[src/rtl/bit_pkg.sv]
// Shared types and helpers for the single-bit input conditioning path
// (bit_sync -> bit_debounce).
package bit_pkg;

  typedef enum logic {
    STABLE  = 1'b0,
    PENDING = 1'b1
  } bit_deb_state_t;

  // Counter width for an N-sample qualifier: max(1, clog2(n)).
  function automatic int cnt_width(int n);
    int w;
    w = $clog2(n);
    return (w < 1) ? 1 : w;
  endfunction

endpackage

[src/rtl/bit_debounce.sv]
// Debounces a synchronized level: a change is accepted only after it has held for
// STABLE_CYCLES consecutive samples, then bit_o updates with a one-cycle edge pulse.
module bit_debounce
  import bit_pkg::*;
#(
  parameter int   STABLE_CYCLES = 4,
  parameter logic INIT_VAL      = 1'b0
) (
  input  logic clk_i,
  input  logic rst_n_i,
  input  logic bit_i,
  output logic bit_o,
  output logic rise_o,
  output logic fall_o,
  output logic busy_o
);

  localparam int             CNT_W    = cnt_width(STABLE_CYCLES);
  localparam logic [CNT_W-1:0] CNT_LAST = CNT_W'(STABLE_CYCLES - 1);
  localparam logic [CNT_W-1:0] CNT_ONE  = CNT_W'(1);

  bit_deb_state_t   state_q, state_d;
  logic [CNT_W-1:0] cnt_q, cnt_d;
  logic             level_q, level_d;
  logic             rise_q, rise_d;
  logic             fall_q, fall_d;
  logic             accept;

  // NOTE: sequential state uses non-blocking assignments so every register samples
  // the pre-edge values; blocking here would create order-dependent simulation.
  always_ff @(posedge clk_i or negedge rst_n_i) begin
    if (!rst_n_i) begin
      state_q <= STABLE;
      cnt_q   <= '0;
      level_q <= INIT_VAL;
      rise_q  <= 1'b0;
      fall_q  <= 1'b0;
    end else begin
      state_q <= state_d;
      cnt_q   <= cnt_d;
      level_q <= level_d;
      rise_q  <= rise_d;
      fall_q  <= fall_d;
    end
  end

  // NOTE: every signal gets a default first so no path through the case leaves it
  // unassigned, which would otherwise infer a latch.
  always_comb begin
    state_d = state_q;
    cnt_d   = cnt_q;
    level_d = level_q;
    rise_d  = 1'b0;
    fall_d  = 1'b0;
    accept  = 1'b0;

    case (state_q)
      STABLE: begin
        if (bit_i == level_q) begin
          cnt_d = '0;
        end else if (STABLE_CYCLES == 1) begin
          accept = 1'b1;
        end else begin
          state_d = PENDING;
          cnt_d   = CNT_ONE;
        end
      end
      PENDING: begin
        if (bit_i == level_q) begin
          // Candidate collapsed before qualifying: treat as a glitch.
          state_d = STABLE;
          cnt_d   = '0;
        end else if (cnt_q == CNT_LAST) begin
          accept = 1'b1;
        end else begin
          cnt_d = cnt_q + CNT_ONE;
        end
      end
      default: begin
        state_d = STABLE;
        cnt_d   = '0;
      end
    endcase

    // Pulses come from the accept itself so they line up with the level update.
    if (accept) begin
      level_d = bit_i;
      rise_d  = bit_i;
      fall_d  = ~bit_i;
      state_d = STABLE;
      cnt_d   = '0;
    end
  end

  always_comb begin
    bit_o  = level_q;
    rise_o = rise_q;
    fall_o = fall_q;
    busy_o = (state_q == PENDING);
  end

endmodule

[config.mk]
export PLATFORM = sky130hd
export DESIGN_NAME = bit_debounce
export DESIGN_NICKNAME = d
export VERILOG_FILES = /design/src/rtl/bit_pkg.sv /design/src/rtl/bit_debounce.sv
export SDC_FILE = /design/constraint.sdc
export NUM_CORES = 1
export LEC_CHECK = 0
export CORE_AREA = 2 2 39 41
export DETAILED_ROUTE_END_ITERATION = 10
export DIE_AREA = 0 0 41 43
export SKIP_CTS_REPAIR_TIMING = 1
export SLEW_MARGIN = 5
export SYNTH_ARGS = -nofsm -noshare
export SYNTH_HDL_FRONTEND = slang
export SYNTH_SLANG_ARGS = --single-unit
[constraint.sdc]
create_clock -name clk_i -period 3.6 [get_ports clk_i]
set_clock_uncertainty 0.1 [all_clocks]
set_input_delay 0.9 -clock clk_i [delete_from_list [all_inputs] [get_ports clk_i]]
set_output_delay 0.9 -clock clk_i [all_outputs]
set_load 0.02 [all_outputs]
# Word-level counts from Yosys, hierarchy flattened
# Cells that the tools add are included.
dict set report word_totals {
  elab_cells 23
  mem_count 0
  ff_bits 6
  output_inout_bits 4
  ramBits 0
  romBits 0
  latch_bits 0
  in_bits 3
}
dict set report op_classes {
  n_mul 0
  muxes 12
  eq_ne 3
  n_reduce_logical 0
  shift 0
  n_bitwise 2
  order_cmp 0
  div 0
  addsub 1
}
# cell n
set op_table {}
lappend op_table {{$mux W1} 8}
lappend op_table {{$mux W2} 3}
lappend op_table {{$ne A4 B4 Y1 const B} 1}
lappend op_table {{$pmux W2 S2} 1}
lappend op_table {{$add A2 B1 Y2 const B} 1}
lappend op_table {{$eq A2 B2 Y1 const B} 1}
lappend op_table {{$not A1 Y1} 2}
lappend op_table {{$eq A1 B1 Y1} 1}

# Logic depth before layout (Yosys ltp)
dict set report logic_depth {
  word_depth 5
  mapped_depth 3
  ltp_nobuf 3
}

# Worst setup path before layout
# Ideal clock, no wire load.
dict set report synth_path {
  kind {register -> output}
  startpoint {register level_q, in the netlist bit_o}
  endpoint {output port bit_o}
  stages_incl_launch_ff 1
  path_buffers 0
  arrival_time_ps 474
  t_required_ps 2600
  setup_slack_ps 2126
  cell_sequence {dfrtp_1}
}
# item line_no
set synth_rtl {}
lappend synth_rtl {{start, declared} bit_debounce.sv:24} ;# logic level_q, level_d;
lappend synth_rtl {{start signal, assigned} bit_debounce.sv:41} ;# level_q <= level_d;
lappend synth_rtl {{end, declared} bit_debounce.sv:12} ;# output logic bit_o,
# No word-level cell between the ends.

# Worst setup path after layout
dict set report layout_path {
  startpoint {register level_q, in the netlist bit_o}
  endpoint {output port bit_o}
}
# No word-level cell between the ends.

==> Flow_metrics.wiki <==
{| class="wikitable"
! Metric !! Value
|-
| Final period util || 63.3%
|-
| Die W || about 41 um
|-
| Highest clock rate || around 0.44 GHz
|-
| Worst slack, placed || approximately 1.6 ns
|-
| First drt pass iteration count || 2
|-
| Cell type contributing the most total cell area after synthesis || dfrtp_1
|-
| Clk Tree Root Cell || clkbuf_4
|-
| Worst IR drop on VDD || roughly 0.00021 V
|-
| Sum of negative setup slack || 0 ns
|-
| Number of antenna-violating nets in the routed design || 0
|-
| Core box area || roughly 1400 sq um
|-
| Fraction of synthesized area in multiplexers || about 6.5%
|-
| Simple-gate area share of the yosys netlist || a little over an eighth
|-
| Critical path required time || between 2 and 3 ns
|-
| Buffers & Inverters on Critical Path || 1
|-
| Crit path arrival time || 1.28 ns
|-
| Count of mapped cells out of synthesis || 17
|-
| Max incr delay on CP || ~0.63 ns
|-
| GRT Util Overall || roughly 6.7%
|-
| Via-to-Cell Ratio || 3.81
|-
| Drt initial violations || 4
|-
| Initial cell density of the core || roughly 17%
|-
| Setup violations, final || 0
|-
| Adder and majority gate portion of the synthesized area || between 5 and 6%
|-
| Xor and xnor area share after synthesis || 3.80%
|-
| Number of logic stages on the critical path including buffering || 1
|-
| Part of the Yosys area used for sequential elements || between 60% and 70%
|-
| Number of antenna violations at the first check in global routing || 0
|-
| Number of buffers created by CTS || 3
|-
| Final hold slack || 0.425 ns
|-
| # clock sinks || 6
|-
| Average size of a mapped cell || roughly 14 sq um
|-
| Transition time at the pin with the least slew margin || between 0.2 and 0.3 ns
|-
| Via count of the first global-routing pass || ~160
|-
| Total power density per cell area || roughly 800 nW/um^2
|-
| Remaining routing DRC violations || 0
|-
| Max cap viols || 0
|-
| Post-synth net total || 21
|-
| Buffers on Ports || 6
|-
| CTS H-tree depth || 1
|-
| Tmin final || between 2 and 2.5 ns
|-
| Row cnt || 14
|-
| Area share of the largest cell type after synthesis || between 60 and 70%
|-
| Relative area change from synthesis to final layout || 44.6%
|-
| Status || finished, final reports clean
|-
| Final worst-path setup slack || about 1.3 ns
|-
| Worst hold path depth || 1
|-
| Final GP Congestion || 0.601
|-
| Final routed wire length divided by cell count || approximately 9 um
|-
| Overall power of the completed layout || around 0.00026 W
|-
| Max-slew headroom || between 80% and 90%
|-
| Largest net degree at the start of global routing || 7
|-
| Slowest cell on the critical path || clkdlybuf4s50_1
|-
| Number of nets at the end of the flow || 32
|-
| Clock network latency to the later pin of the worst-skew pair || approximately 0.24 ns
|-
| Post-synthesis compound-gate area fraction || ~5.4%
|-
| Number of diodes || 0
|-
| Post-synthesis instance area || 230 sq um
|-
| Die outline area || 1760 sq um
|-
| TritonCTS clock tree || built
|-
| Final Hold Fails || 0
|-
| Family of cells with the greatest summed delay on the critical path || buffers and inverters
|-
| Leakage power total || around 0.15 nW
|-
| Via Count || 160
|-
| Fraction of layout cells with a size suffix above 1 || ~15%
|-
| Setup repair after global routing missed its margin || false
|-
| Crit Path Category || reg -> out
|-
| Global-route congestion overflow total || 0
|-
| Number of fill cells || 140
|-
| Die span in y || between 40 and 50 um
|-
| Max FO, Critical Path || 5
|-
| Cell count of the worst reg-to-reg path || 3
|-
| Cell types occupying the most area after synthesis || dfrtp_1 65%, mux2_4 6.5%, nor3b_1 6.5%
|-
| Combinational family with the most area after synthesis || simple AND/OR/NAND/NOR gates
|-
| Total wire length || roughly 370 um
|-
| Ports placed on the boundary || 7
|-
| Crit path capture type || output port
|-
| Netlist cell types || 10
|-
| Clock slew at the register clock pins of the worst setup and hold paths || 0.04 ns
|-
| First-pass GRT wire length || 648 um
|-
| Min-delay worst type || reg -> reg
|-
| Clock buffer depth || 2
|-
| Flops & latches, synth || 6
|-
| Cell breakdown of the critical path || clkdlybuf4s50_1
|-
| Nature of the critical path startpoint || flip-flop
|-
| Final Max Slew Viols || 0
|-
| Number of synthesis warnings || 0
|}
## synth_stat cells
cell type and count:
a21oi_1 1, dfrtp_1 6, ha_1 1, mux2_4 1, nand2_1 2, nor2_1 1
nor3_1 1, nor3b_1 2, o21a_1 1, xnor2_1 1
## registers in the layout, summed over array words and instances (netlist names)
register and cells:
bit_o 1, cnt_q 2, rise_o 1, fall_o 1, busy_o 1
## cell families (layout without fill, tap and decap cells)
| logic type | Yosys count | count (layout) |
|---|---|---|
| flip-flops | 6 | 6 |
| AND/OR/NAND/NOR | 6 | 6 |
| AO/OA/AOI/OAI | 2 | 2 |
| adder cells (fa/ha/maj) | 1 | 1 |
| XOR/XNOR | 1 | 1 |
| multiplexers | 1 | 1 |
| buffers and inverters | 0 | 9 |
## metal layers
metal  wire, um  part of all wire, %  GRT usage [%]  vias to the layer above
met5          0                    0              0                        -
met4          9                  2.4           6.00                        0
met3         54                   14           7.85                        2
met2        145                   39           7.50                        9
met1        165                   44           5.90                       71
li1           -                    -              -                       78
## area by class of cell
class,count,area [sq um],share of cell area [%]
Tap cell,16,20.0,6.02
Timing Repair Buffer,6,60.1,18.0
Sequential cell,6,150,45.1
Multi-Input combinational cell,11,80.1,24.1
Clock buffer,3,22.5,6.77
## power breakdown
| group | leakage, nW | switching [W] | total [W] | internal, W |
|---|---|---|---|---|
| clock | 0.0138 | 0.0000229 | 0.0000605 | 0.0000376 |
| combinational | 0.0545 | 0.0000410 | 0.0000915 | 0.0000505 |
| sequential | 0.0770 | 0.0000210 | 0.000112 | 0.0000912 |
## per-stage QoR
stage / std cells / cell area (sq um) / util [%]
floorplan: 17 / 230 / -
global placement: 39 / 310 / 22.4
detailed placement: 39 / 310 / 22.4
CTS: 42 / 333 / 24.1
global route: 42 / 333 / 24.1
finish: 42 / 333 / 24.1
## cell usage in the layout (no fill, tap or decap)
| cell type | netlist | layout |
|---|---|---|
| a21oi_1 | 1 | 1 |
| clkdlybuf4s50_1 | 0 | 6 |
| nor3b_1 | 2 | 2 |
| o21a_1 | 1 | 1 |
| dfrtp_1 | 6 | 6 |
| nor2_1 | 1 | 1 |
| mux2_4 | 1 | 1 |
| nand2_1 | 2 | 2 |
| ha_1 | 1 | 1 |
| xnor2_1 | 1 | 1 |
| clkbuf_4 | 0 | 3 |
| nor3_1 | 1 | 1 |
## worst paths after layout
| check | from | end | slack (ns) |
|---|---|---|---|
| max | bit_o | bit_o | 1.32 |
| min | busy_o | busy_o | 0.43 |
| max reg2reg | cnt_q[0] | bit_o | 2.33 |
| min reg2reg | busy_o | busy_o | 0.43 |
| max in group asynchronous | rst_n_i | cnt_q[1] | 2.40 |
| min in group asynchronous | rst_n_i | busy_o | 0.79 |
Note: power is estimated with default switching activity, not from simulation.
